[src/rtl/systolic_seq_ctrl_pkg.sv]
// Shared types and constants for the systolic array sequencer.
// Holds the sequencer state encoding, the PE operand/accumulator widths,
// and the drain length helper used to size the post-feed wait.
package systolic_pkg;

    localparam int OP_W  = 8;
    localparam int ACC_W = 32;

    typedef enum logic [2:0] {
        ST_IDLE  = 3'd0,
        ST_FLUSH = 3'd1,
        ST_FEED  = 3'd2,
        ST_DRAIN = 3'd3,
        ST_READ  = 3'd4,
        ST_DONE  = 3'd5
    } seq_state_t;

    // Cycles after the last operand read until PE[ROWS-1][COLS-1] has
    // absorbed it: buffer read latency plus row and column skew.
    function automatic int drain_cycles(input int rd_lat, input int rows, input int cols);
        return rd_lat + rows + cols - 2;
    endfunction

endpackage

[src/rtl/systolic_seq_ctrl_if.sv]
// Command, operand-read and result-handshake bundle of the sequencer.
// master: layer scheduler / array side (drives start, k_len, abort, res_ready).
// slave:  the sequencer itself (drives status, flush, reads and result select).
interface systolic_seq_ctrl_if #(
    parameter int ROWS = 4,
    parameter int KW   = 8
);
    localparam int RW = (ROWS > 1) ? $clog2(ROWS) : 1;

    logic          start;
    logic [KW-1:0] k_len;
    logic          abort;
    logic          busy;
    logic          done;
    logic          pe_flush;
    logic          op_rd_en;
    logic [KW-1:0] op_rd_addr;
    logic          feed_valid;
    logic [RW-1:0] res_row;
    logic          res_valid;
    logic          res_ready;

    modport master (
        output start, k_len, abort, res_ready,
        input  busy, done, pe_flush, op_rd_en, op_rd_addr, feed_valid, res_row, res_valid
    );

    modport slave (
        input  start, k_len, abort, res_ready,
        output busy, done, pe_flush, op_rd_en, op_rd_addr, feed_valid, res_row, res_valid
    );
endinterface

[src/rtl/systolic_seq_ctrl_valid_delay_line.sv]
// Delays the operand read strobe by the buffer read latency so that
// feed_valid lines up with the data leaving the operand buffers.
// Ports: clk, clr (synchronous clear), d (strobe in), q (delayed strobe).
module valid_delay_line #(
    parameter int DEPTH = 1
) (
    input  logic clk,
    input  logic clr,
    input  logic d,
    output logic q
);
    logic [DEPTH-1:0] sr;

    always_ff @(posedge clk) begin
        if (clr) begin
            sr <= '0;
        end else begin
            sr[0] <= d;
            for (int i = 1; i < DEPTH; i++) begin
                sr[i] <= sr[i-1];
            end
        end
    end

    assign q = sr[DEPTH-1];
endmodule

[src/rtl/systolic_seq_ctrl.sv]
// Sequencer for an output-stationary ROWS x COLS PE array: accepts one
// tile command of depth k_len, clears the accumulators, streams K operand
// reads, waits for the skewed wavefront to drain, then hands out result
// rows over a valid/ready port.
// Ports: clk, rst (sync, active-high), bus (slave side of systolic_seq_ctrl_if).
//
// state    | meaning
// ---------+----------------------------------------------------
// IDLE     | waiting for start
// FLUSH    | one cycle of pe_flush to clear accumulators
// FEED     | K operand reads, addresses 0..K-1
// DRAIN    | read latency + skew propagation, no reads
// READ     | result rows 0..ROWS-1 handed out on valid/ready
// DONE     | one-cycle done pulse, then IDLE
module systolic_seq_ctrl
    import systolic_pkg::*;
#(
    parameter int ROWS   = 4,
    parameter int COLS   = 4,
    parameter int KW     = 8,
    parameter int RD_LAT = 1
) (
    input logic               clk,
    input logic               rst,
    systolic_seq_ctrl_if.slave bus
);
    localparam int RW    = (ROWS > 1) ? $clog2(ROWS) : 1;
    localparam int DRAIN = drain_cycles(RD_LAT, ROWS, COLS);
    localparam int DW    = $clog2(RD_LAT + ROWS + COLS);
    localparam int SW    = (KW > DW) ? KW : DW;

    localparam logic [SW-1:0] DRAIN_LAST = SW'(DRAIN - 1);
    localparam logic [RW-1:0] ROW_LAST   = RW'(ROWS - 1);

    seq_state_t    state;
    logic [KW-1:0] k_q;
    logic [SW-1:0] step;
    logic          busy_q, done_q, flush_q, rd_en_q, rv_q;
    logic [KW-1:0] rd_addr_q;
    logic [RW-1:0] row_q;

    logic [KW-1:0] k_last;
    logic [SW-1:0] step_inc;
    logic          abort_act;
    logic          fv;

    // Terminal compare on K-1 so that K = 2^KW-1 never needs a KW+1 bit count.
    assign k_last    = k_q - 1'b1;
    assign step_inc  = step + 1'b1;
    assign abort_act = bus.abort && (state != ST_IDLE);

    always_ff @(posedge clk) begin
        if (rst) begin
            state     <= ST_IDLE;
            k_q       <= '0;
            step      <= '0;
            busy_q    <= 1'b0;
            done_q    <= 1'b0;
            flush_q   <= 1'b1;
            rd_en_q   <= 1'b0;
            rd_addr_q <= '0;
            row_q     <= '0;
            rv_q      <= 1'b0;
        end else if (abort_act) begin
            state   <= ST_IDLE;
            busy_q  <= 1'b0;
            done_q  <= 1'b0;
            flush_q <= 1'b1;
            rd_en_q <= 1'b0;
            rv_q    <= 1'b0;
        end else begin
            flush_q <= 1'b0;
            done_q  <= 1'b0;
            case (state)
                ST_IDLE: begin
                    if (bus.start) begin
                        if (bus.k_len != '0) begin
                            k_q     <= bus.k_len;
                            state   <= ST_FLUSH;
                            busy_q  <= 1'b1;
                            flush_q <= 1'b1;
                        end else begin
                            done_q <= 1'b1;
                        end
                    end
                end
                ST_FLUSH: begin
                    state     <= ST_FEED;
                    step      <= '0;
                    rd_addr_q <= '0;
                    rd_en_q   <= 1'b1;
                end
                ST_FEED: begin
                    if (step == SW'(k_last)) begin
                        state   <= ST_DRAIN;
                        rd_en_q <= 1'b0;
                        step    <= DRAIN_LAST;
                    end else begin
                        step      <= step_inc;
                        rd_addr_q <= step_inc[KW-1:0];
                    end
                end
                ST_DRAIN: begin
                    if (step == '0) begin
                        state <= ST_READ;
                        row_q <= '0;
                        rv_q  <= 1'b1;
                    end else begin
                        step <= step - 1'b1;
                    end
                end
                ST_READ: begin
                    if (bus.res_ready) begin
                        if (row_q == ROW_LAST) begin
                            state  <= ST_DONE;
                            rv_q   <= 1'b0;
                            done_q <= 1'b1;
                            busy_q <= 1'b0;
                        end else begin
                            row_q <= row_q + 1'b1;
                        end
                    end
                end
                ST_DONE: begin
                    state <= ST_IDLE;
                end
                default: begin
                    state  <= ST_IDLE;
                    busy_q <= 1'b0;
                    rv_q   <= 1'b0;
                end
            endcase
        end
    end

    valid_delay_line #(.DEPTH(RD_LAT)) u_feed_valid (
        .clk (clk),
        .clr (rst || abort_act),
        .d   (rd_en_q),
        .q   (fv)
    );

    assign bus.busy       = busy_q;
    assign bus.done       = done_q;
    assign bus.pe_flush   = flush_q;
    assign bus.op_rd_en   = rd_en_q;
    assign bus.op_rd_addr = rd_addr_q;
    assign bus.feed_valid = fv;
    assign bus.res_row    = row_q;
    assign bus.res_valid  = rv_q;
endmodule

[src/flat_wrapper.sv]
// flat-port wrapper written by rule: the top's interface ports become plain ports
module systolic_seq_ctrl_flat import systolic_pkg::*;
#(
    parameter int ROWS   = 4,
    parameter int COLS   = 4,
    parameter int KW     = 8,
    parameter int RD_LAT = 1
)
  (clk, rst, bus_start, bus_k_len, bus_abort, bus_res_ready, bus_busy, bus_done, bus_pe_flush, bus_op_rd_en, bus_op_rd_addr, bus_feed_valid, bus_res_row, bus_res_valid);
  systolic_seq_ctrl_if #(.ROWS(ROWS), .KW(KW)) bus_i ();
  input logic clk;
  input logic rst;
  input wire logic [$bits(bus_i.start)-1:0] bus_start;
  input wire logic [$bits(bus_i.k_len)-1:0] bus_k_len;
  input wire logic [$bits(bus_i.abort)-1:0] bus_abort;
  input wire logic [$bits(bus_i.res_ready)-1:0] bus_res_ready;
  output wire logic [$bits(bus_i.busy)-1:0] bus_busy;
  output wire logic [$bits(bus_i.done)-1:0] bus_done;
  output wire logic [$bits(bus_i.pe_flush)-1:0] bus_pe_flush;
  output wire logic [$bits(bus_i.op_rd_en)-1:0] bus_op_rd_en;
  output wire logic [$bits(bus_i.op_rd_addr)-1:0] bus_op_rd_addr;
  output wire logic [$bits(bus_i.feed_valid)-1:0] bus_feed_valid;
  output wire logic [$bits(bus_i.res_row)-1:0] bus_res_row;
  output wire logic [$bits(bus_i.res_valid)-1:0] bus_res_valid;
  assign bus_i.start = bus_start;
  assign bus_i.k_len = bus_k_len;
  assign bus_i.abort = bus_abort;
  assign bus_i.res_ready = bus_res_ready;
  assign bus_busy = bus_i.busy;
  assign bus_done = bus_i.done;
  assign bus_pe_flush = bus_i.pe_flush;
  assign bus_op_rd_en = bus_i.op_rd_en;
  assign bus_op_rd_addr = bus_i.op_rd_addr;
  assign bus_feed_valid = bus_i.feed_valid;
  assign bus_res_row = bus_i.res_row;
  assign bus_res_valid = bus_i.res_valid;
  systolic_seq_ctrl #(.ROWS(ROWS), .COLS(COLS), .KW(KW), .RD_LAT(RD_LAT)) u_core (.clk(clk), .rst(rst), .bus(bus_i));
endmodule
[config.mk]
export PLATFORM = sky130hd
export DESIGN_NAME = systolic_seq_ctrl_flat
export DESIGN_NICKNAME = d
export VERILOG_FILES = /design/src/rtl/systolic_seq_ctrl_pkg.sv /design/src/rtl/systolic_seq_ctrl_if.sv /design/src/rtl/systolic_seq_ctrl_valid_delay_line.sv /design/src/rtl/systolic_seq_ctrl.sv /design/src/flat_wrapper.sv
export SDC_FILE = /design/constraint.sdc
export NUM_CORES = 1
export LEC_CHECK = 0
export BUFFER_PORTS_ARGS = -buffer_cell sky130_fd_sc_hd__buf_2
export CAP_MARGIN = 10
export CORE_ASPECT_RATIO = 0.6
export CORE_UTILIZATION = 30
export DETAILED_ROUTE_END_ITERATION = 6
export MAX_ROUTING_LAYER = met4
export PLACE_DENSITY = 0.53
export SLEW_MARGIN = 20
export SYNTH_ARGS = -nofsm -noshare
export SYNTH_HDL_FRONTEND = slang
export SYNTH_HIERARCHICAL = 1
export SYNTH_SLANG_ARGS = --single-unit
[constraint.sdc]
create_clock -name clk -period 2.7 [get_ports clk]
set_clock_uncertainty 0.15 [all_clocks]
set_input_delay 0 -clock clk [delete_from_list [all_inputs] [get_ports clk]]
set_output_delay 0 -clock clk [all_outputs]
set_load 0.005 [all_outputs]
### After elaboration in Yosys (flattened, before gate mapping)

Cells that the tools add are included.

| word-level totals | value |
|---|---|
| flip-flop bits (word level) | 35 |
| input port bits | 13 |
| output and inout bits | 16 |
| word-level logic and storage cells | 87 |

| operators by class | value |
|---|---|
| add/sub/neg operators | 4 |
| equal/unequal tests | 16 |
| multiplexer cells | 33 |
| bitwise operators | 3 |
| reduce and logical (&&, ||, !) cells | 20 |

Operator list:

| operator | number |
|---|---|
| $mux 8 | 3 |
| $pmux 8 s3 | 1 |
| $mux 3 | 6 |
| $pmux 8 s2 | 1 |
| $sub 8x1->8 const B | 2 |
| $pmux 3 s5 | 1 |
| $mux 1 | 13 |
| $ne 2x2->1 const B | 5 |
| $reduce_and 5->1 | 2 |
| $add 8x1->8 const B | 1 |
| $eq 8x8->1 | 1 |
| $logic_not 8->1 | 1 |
| $ne 2x1->1 const B | 4 |
| $reduce_and 4->1 | 2 |
| $reduce_bool 8->1 | 1 |
| $reduce_or 4->1 | 2 |
| $eq 3x2->1 const B | 2 |
| $eq 3x3->1 const B | 2 |
| $mux 2 | 3 |
| $pmux 1 s3 | 2 |
| $reduce_and 3->1 | 2 |
| $reduce_and 6->1 | 1 |
| $reduce_bool 3->1 | 2 |
| $pmux 1 s2 | 2 |
| 11 further kinds | 14 |

### Longest topological paths before layout

Gate-level depths: netlist of run 1.

| depth | value |
|---|---|
| depth after elaboration | 4 |
| depth in mapped cells | 9 |
| depth with buffers taken out | 8 |

### Modules after synthesis

Netlist of run 1, hierarchy kept.

By module, submodules not included:

| module | times used | cells each | area an instance (sq um) | seq. area each (sq um) |
|---|---|---|---|---|
| systolic_seq_ctrl | 1 | 262 | 2,097.0 | 680.7 |
| valid_delay_line | 1 | 2 | 33.8 | 20.0 |

### Worst setup path after synthesis of run 1

OpenSTA, ideal clock, no wires.

| path | value |
|---|---|
| path type | flip-flop to flip-flop |
| from | register u_core.k_q[0] |
| to | register u_core.step[0] |
| setup time | 125 ps |
| arrival | 2,126 ps |
| data required time | 2,425 ps |
| setup slack | 300 ps |
| cell stages (with the launch flop) | 8 |
| buffers on the path | 1 |
| clock period less this slack | 2,400 ps |
| cell sequence | dfxtp_1 -> or4_4 -> or4_1 -> o211ai_1 -> a31oi_2 -> buf_2 -> o311ai_0 -> nand2_1 |

| on the way | value |
|---|---|
| cells in the longest elaborated chain, start to end | 4 |

Ends and longest elaborated chain:

| item | RTL line | text |
|---|---|---|
| start: declaration | systolic_seq_ctrl.sv:36 | `logic [KW-1:0] k_q;` |
| start signal: assignment | systolic_seq_ctrl.sv:78 | `k_q <= bus.k_len;` |
| $sub 8x1->8 | systolic_seq_ctrl.sv:48 | `assign k_last = k_q - 1'b1;` |
| $eq 8x8->1 | systolic_seq_ctrl.sv:94 | `if (step == SW'(k_last)) begin` |
| $mux 8 | systolic_seq_ctrl.sv:94 |  |
| $pmux 8 s3 | systolic_seq_ctrl.sv:74 | `case (state)` |
| end signal: assignment | systolic_seq_ctrl.sv:99 | `step <= step_inc;` |
| end signal: assignment | systolic_seq_ctrl.sv:109 | `step <= step - 1'b1;` |
| end: declaration | systolic_seq_ctrl.sv:37 | `logic [SW-1:0] step;` |

No other way between the ends.
A chain may end at the register's enable or synchronous reset.

### Worst setup path after layout of run 1

| path | value |
|---|---|
| from | register u_core.k_q[1] |
| to | register u_core.rd_addr_q[0] (netlist: u_core/bus.op_rd_addr[0]) |

| on the way | value |
|---|---|
| cells in the longest elaborated chain, start to end | 4 |

Ends and longest elaborated chain:

| item | RTL line | text |
|---|---|---|
| $sub 8x1->8 | systolic_seq_ctrl.sv:48 |  |
| $eq 8x8->1 | systolic_seq_ctrl.sv:94 |  |
| $ne 2x2->1 (no source line) | - |  |
| $reduce_and 3->1 (no source line) | - |  |
| end signal: assignment | systolic_seq_ctrl.sv:100 | `rd_addr_q <= step_inc[KW-1:0];` |
| end: declaration | systolic_seq_ctrl.sv:39 | `logic [KW-1:0] rd_addr_q;` |

No other way between the ends.

==> impl_metrics.env, run 1 <==
export IMPL_synthCells=264
export IMPL_wl_um=6159
export IMPL_clk_latency_ns=0.28
export IMPL_area_growth_pct=29.48
export IMPL_p_seq_frac=0.360
export IMPL_drc_errors=0
export IMPL_cp_cell_sequence="or4_4, or4_1, o211ai_1, a31oi_4, o31a_1, o32ai_1"
export IMPL_die_height_um=67.28
export IMPL_cap_viol_max_count=0
export IMPL_core_area_mm2=0.006763
export IMPL_synth_warnings=6
export IMPL_grt_use_total=0.1808
export IMPL_synth_cell_types=49
export IMPL_drt_vias_per_instance=5.291
export IMPL_mostFrequentLayoutCells="dfxtp_1, buf_2, nor2_1, buf_4, inv_1"
export IMPL_outcome="completed"
export IMPL_grt_max_degree=30
export IMPL_critPathKind="flip-flop to flip-flop"
export IMPL_period_needed_ns=2.567
export IMPL_p_comb_frac=0.204
export IMPL_max_stage_delay_ns=0.54
export IMPL_fmax_ghz=0.3895
export IMPL_holdWs_ns=0.01530
export IMPL_cts_buffers=5
export IMPL_die_w_um=110.8
export IMPL_synth_edff_count=0
export IMPL_ir_drop_mv=0.1997
export IMPL_required_ns=2.74
export IMPL_avgRoutedWirePerCell_um=15.44
export IMPL_endpoint_kind="flip-flop"
export IMPL_syn_mean_instance_area_um2=8.071
export IMPL_cts_num_sinks=35
export IMPL_cts_tree="built"
export IMPL_power_share_switching=0.2745
export IMPL_clkSlewWorstSetupHoldPaths_ns=0.06
export IMPL_cts_root_buf="clkbuf_16"
export IMPL_drtIter0Drc=155
export IMPL_fin_tns_setup_ns=0
export IMPL_fin_cells=399
export IMPL_relSlewSlack=0.5838
export IMPL_dp_slack_ns=0.01134
export IMPL_dieArea_mm2=0.007455
export IMPL_gp_congestion=0.8464
export IMPL_cp_slowest_cell="or4_4"
export IMPL_finalHoldViolCount=0
export IMPL_yosysTopAreaCellShare=0.3288
export IMPL_clock_path_buffers=2
export IMPL_final_common_cell="dfxtp_1"
export IMPL_syn_area_mm2=0.002131
export IMPL_arrival_ns=2.61
export IMPL_slew_violations=0
export IMPL_tightest_slew_ns=0.6195
export IMPL_htreeDepth=2
export IMPL_rows=23
export IMPL_dpl_hpwl_um=4540
export IMPL_syn_nets=282
export IMPL_pwr_share_clk=0.436
export IMPL_p_sw_mw=0.4318
export IMPL_finalSetupViolCount=0
export IMPL_power_mw=1.573
export IMPL_grt_first_pass_wirelength_um=9970
export IMPL_io_pins=29
export IMPL_synth_top_flop_cell="dfxtp_1"
export IMPL_ys_ff_latch=35
export IMPL_critPathMaxFanout=10
export IMPL_place_inst=381
export IMPL_ys_seq_area_frac=0.3288
export IMPL_fin_ws_ns=0.1327
export IMPL_ant_nets=0
export IMPL_diodes=0
export IMPL_drive_gt1_frac=0.2147
export IMPL_worstSetupStartpointType="flip-flop"
export IMPL_nets=329
export IMPL_overflow=0
export IMPL_period_share=0.9508
export IMPL_num_vias=2111
export IMPL_synthTopCellsByArea="dfxtp_1, mux2i_1, nor2_1"
export IMPL_hp_class="primary input to flip-flop"
export IMPL_antenna_found_initial=0
export IMPL_io_buffers=28
export IMPL_grt_pass1_vias=1887
export IMPL_initial_core_util=0.3151
export IMPL_synth_area_leader_cell="dfxtp_1"
export IMPL_dr_pass1_iters=4
export IMPL_async_reset_ff_frac=0
export IMPL_p_leak_nw=1.079
export IMPL_rsz0062_at_grt="false"
export IMPL_power_density_mw_per_mm2=570.3
export IMPL_internal_power_mw=1.142
-- repair_timing --
| item | CTS | global route |
|---|---|---|
| setup buffers | 0 | 0 |
| hold buffers | 10 | 0 |
| setup endpoints to repair | 1 | 6 |
| resized for setup | 2 | 3 |
| endpoints found under the hold margin | 9 | 0 |
| pin swaps | 0 | 1 |
-- power groups by stage --
stage / logic, mW / registers, mW / clock network [mW]
2_1_floorplan: 0.207 / 0.570 / 0
3_3_place_gp: 0.301 / 0.576 / 0
3_5_place_dp: 0.301 / 0.577 / 0
4_1_cts: 0.319 / 0.566 / 0.703
5_1_grt: 0.357 / 0.570 / 0.718
6_report: 0.321 / 0.566 / 0.686
-- routing by layer --
metal  global-route usage  wire [um]  vias up
li1                     -          -     1063
met3              0.05476        574        5
met1               0.2717       3321      971
met5                    -          0        -
met4              0.05000         51        0
met2               0.2205       2212       72
-- metrics by stage --
step | instance area, um2 | util
4_1_cts | 2746 | 0.4061
3_3_place_gp | 2464 | 0.3643
5_1_grt | 2759 | 0.4080
3_5_place_dp | 2464 | 0.3643
6_report | 2759 | 0.4080
2_1_floorplan | 2131 | -
-- final timing paths --
path | from | endpoint | slack (ns) | cells past startpoint
setup / recovery | u_core/k_q[1] | u_core/bus.op_rd_addr[0] | 0.13 | 6
hold / removal | bus_abort | u_core/step[6] | 0.02 | 4
setup reg to reg | u_core/k_q[1] | u_core/bus.op_rd_addr[0] | 0.13 | 6
hold reg to reg | u_core/bus.op_rd_addr[3] | u_core/bus.op_rd_addr[3] | 0.32 | 2
-- cell usage after synthesis, drive strengths merged (3+ instances only) --
cell and instances:
nor2 28, ha 5, mux2i 11, xor2 7, dfxtp 35, nand4 3, a32oi 3, xnor2 10
o21ai 11, o2111ai 4, a211oi 4, or2 3, or4 3, o32ai 4, nand3 8, nor3 12
or3 3, a21oi 12, clkbuf 16, o211ai 5, nor4 5, a31oi 4, and3 4, nand2b 10
buf 3, nand2 11, nor2b 3, inv 13
-- flip-flops by register name (all words and copies together), names as in the netlist --
| register | cells |
|---|---|
| u_core/bus.op_rd_addr | 8 |
| u_core/k_q | 8 |
| u_core/step | 8 |
| u_core/state | 3 |
| u_core/bus.res_row | 2 |
| u_core/bus.busy | 1 |
| u_core/bus.done | 1 |
| u_core/bus.op_rd_en | 1 |
| u_core/bus.pe_flush | 1 |
| u_core/bus.res_valid | 1 |
| u_core/u_feed_valid/q | 1 |
-- layout make-up --
class / instances / area (um2)
Multi-Input combinational cell: 197 / 1329
Timing Repair Buffer: 59 / 397.9
Inverter: 13 / 48.80
Clock buffer: 6 / 138.9
Fill cell: 674 / 4004
Tap cell: 87 / 108.9
Sequential cell: 35 / 700.7
Clock inverter: 2 / 35.03
-- kinds of logic after synthesis --
kind of cell / count (synthesis) / share of synthesized area
XOR/XNOR: 17 / 0.06988
AND/OR/NAND/NOR: 101 / 0.2531
multiplexers: 11 / 0.05168
flip-flops: 35 / 0.3288
adder cells (fa/ha/maj): 5 / 0.02936
AO/OA/AOI/OAI: 63 / 0.2096
buffers and inverters: 32 / 0.05755
-- worst max-delay path: cells and delay by family, from the launching register on --
kind             cells  cell delay [ns]
flip-flops           1             0.34
AO/OA/AOI/OAI        4             0.91
AND/OR/NAND/NOR      2             1.07
No activity file was read; power rests on OpenSTA's default activity.
==> run 2, diff against run 1 <==
Settings changed: CELL_PAD_IN_SITES_DETAIL_PLACEMENT set to 1, CELL_PAD_IN_SITES_GLOBAL_PLACEMENT set to 2, PLACE_DENSITY 0.53 to 0.78.
==> run 2 against run 1 <==
Fmax fell by 2.6%. Clock power increased by 8.9%. Core utilization is 1.3 points higher. Register-to-register slack worse by 0.07 ns. Sequential share of layout area down 0.70 points. Via count is 3.6% higher. Largest cell class unchanged. Highest routed layer unchanged.
==> impl_metrics.env, run 2 (same netlist as run 1, synthesis figures left out) <==
export IMPL_core_area_mm2=0.006763
export IMPL_p_seq_frac=0.336
export IMPL_diodes=0
export IMPL_initial_core_util=0.3151
export IMPL_p_sw_mw=0.4474
export IMPL_hp_class="primary input to flip-flop"
export IMPL_relSlewSlack=0.5160
export IMPL_min_from="rst"
export IMPL_antenna_found_initial=0
export IMPL_grt_first_pass_wirelength_um=11460
export IMPL_num_vias=2187
export IMPL_finalHoldViolCount=0
export IMPL_grt_pass1_vias=2150
export IMPL_power_density_mw_per_mm2=592.4
export IMPL_grt_use_total=0.2057
export IMPL_p_leak_nw=1.112
export IMPL_max_stage_delay_ns=0.54
export IMPL_clkSlewWorstSetupHoldPaths_ns=0.06
export IMPL_cp_slowest_cell="or4_4"
export IMPL_drt_vias_per_instance=5.413
export IMPL_internal_power_mw=1.239
export IMPL_fin_tns_setup_ns=0
export IMPL_period_share=0.9760
export IMPL_drtIter0Drc=141
export IMPL_gp_congestion=0.8276
export IMPL_fmax_ghz=0.3795
export IMPL_drive_gt1_frac=0.2429
export IMPL_drc_errors=0
export IMPL_cts_num_sinks=35
export IMPL_tightest_slew_ns=0.7193
export IMPL_wl_um=7218
export IMPL_rr_startpoint="u_core/k_q[1]"
export IMPL_cts_buffers=5
export IMPL_ant_nets=0
export IMPL_fin_cells=404
export IMPL_die_w_um=110.8
export IMPL_place_inst=380
export IMPL_finalSetupViolCount=0
export IMPL_avgRoutedWirePerCell_um=17.87
export IMPL_clk_latency_ns=0.28
export IMPL_dieArea_mm2=0.007455
export IMPL_power_share_switching=0.2652
export IMPL_critPathKind="flip-flop to flip-flop"
export IMPL_slew_violations=0
export IMPL_grt_max_degree=30
export IMPL_period_needed_ns=2.635
export IMPL_mostFrequentLayoutCells="dfxtp_1, buf_2, nor2_1, buf_4, inv_1"
export IMPL_cp_cell_sequence="or4_4, or4_1, o211ai_1, a31oi_4, o31a_1, o32ai_2"
export IMPL_nets=334
export IMPL_io_pins=29
export IMPL_rows=23
export IMPL_arrival_ns=2.67
export IMPL_io_buffers=28
export IMPL_p_comb_frac=0.221
export IMPL_required_ns=2.74
export IMPL_cts_tree="built"
export IMPL_outcome="completed"
export IMPL_placed_area_mm2=0.002456
export IMPL_dpl_hpwl_um=5051
export IMPL_ir_drop_mv=0.2389
export IMPL_die_height_um=67.28
export IMPL_cap_viol_max_count=0
export IMPL_htreeDepth=2
export IMPL_dr_pass1_iters=4
export IMPL_final_area_mm2=0.002848
export IMPL_cts_root_buf="clkbuf_16"
export IMPL_pwr_share_clk=0.443
export IMPL_startpoint="u_core/k_q[1]"
export IMPL_clock_path_buffers=2
export IMPL_overflow=0
export IMPL_critPathMaxFanout=6
export IMPL_area_growth_pct=33.65
export IMPL_power_mw=1.687
export IMPL_worstSetupStartpointType="flip-flop"
export IMPL_final_common_cell="dfxtp_1"
export IMPL_fill_cells=809
export IMPL_reg2reg_slack_ns=0.06
export IMPL_endpoint_kind="flip-flop"
[run 2: cell types whose count changed in the layout (fill, tap and decap cells not counted), moves of 2 or more]
cell,change
buf_4,+3
o32ai_1,-2
dfxtp_2,+2
dfxtp_1,-2
o32ai_2,+2
[run 2: what timing repair did]
action                                  CTS  global route
gates cloned                              0             1
pin swaps                                 0             4
hold buffers                             11             0
endpoints found under the setup margin    3            10
gates resized for setup                   2            10
hold endpoints to repair                 10             0
setup buffers                             0             4
[run 2: worst paths after layout]
| check | cells after the start | end |
|---|---|---|
| worst min-delay path | 2 | u_core/bus.res_row[0] |
| worst max-delay path | 6 | u_core/bus.op_rd_addr[2] |
| worst max register to register | 6 | u_core/bus.op_rd_addr[2] |
| worst min register to register | 2 | u_core/bus.op_rd_addr[3] |
[run 2: critical path: cells and delay by family, from the launching register on]
kind | cells | cell delay, ns
AO/OA/AOI/OAI | 4 | 0.98
flip-flops | 1 | 0.33
AND/OR/NAND/NOR | 2 | 1.07
[run 2: power by group through the flow]
stage | Clock, mW | Combinational [mW] | Sequential, mW
floorplan | 0 | 0.207 | 0.570
global placement | 0 | 0.306 | 0.576
detailed placement | 0 | 0.309 | 0.577
CTS | 0.768 | 0.329 | 0.566
global route | 0.782 | 0.406 | 0.571
finish | 0.747 | 0.373 | 0.567
[run 2: final cells by class]
class,count,area [um2],area share
clock buffers,6,128.9,0.04525
clock inverters,2,60.06,0.02109
inverters,13,48.80,0.01714
multi-input cells,198,1368,0.4802
flip-flops and latches,35,703.2,0.2469
well taps,87,108.9,0.03822
repair buffers,63,430.4,0.1511
[run 2: routing by layer]
layer  global-route usage  part of all wire
met4              0.04833            0.0043
met5                    -                 0
met3              0.04399             0.052
met2               0.2857              0.41
met1               0.2986              0.53
[run 2: metrics by stage]
step / utilization / hold WS, ns / setup slack [ns]
6_report: 0.4211 / 0.08381 / 0.06480
5_1_grt: 0.4211 / 0.1081 / -0.02575
4_1_cts: 0.4087 / 0.07295 / 0.02969
3_5_place_dp: 0.3632 / 0.1083 / -0.01008
3_3_place_gp: 0.3632 / 0.1022 / 0.07688
2_1_floorplan: - / -0.006057 / 0.2997
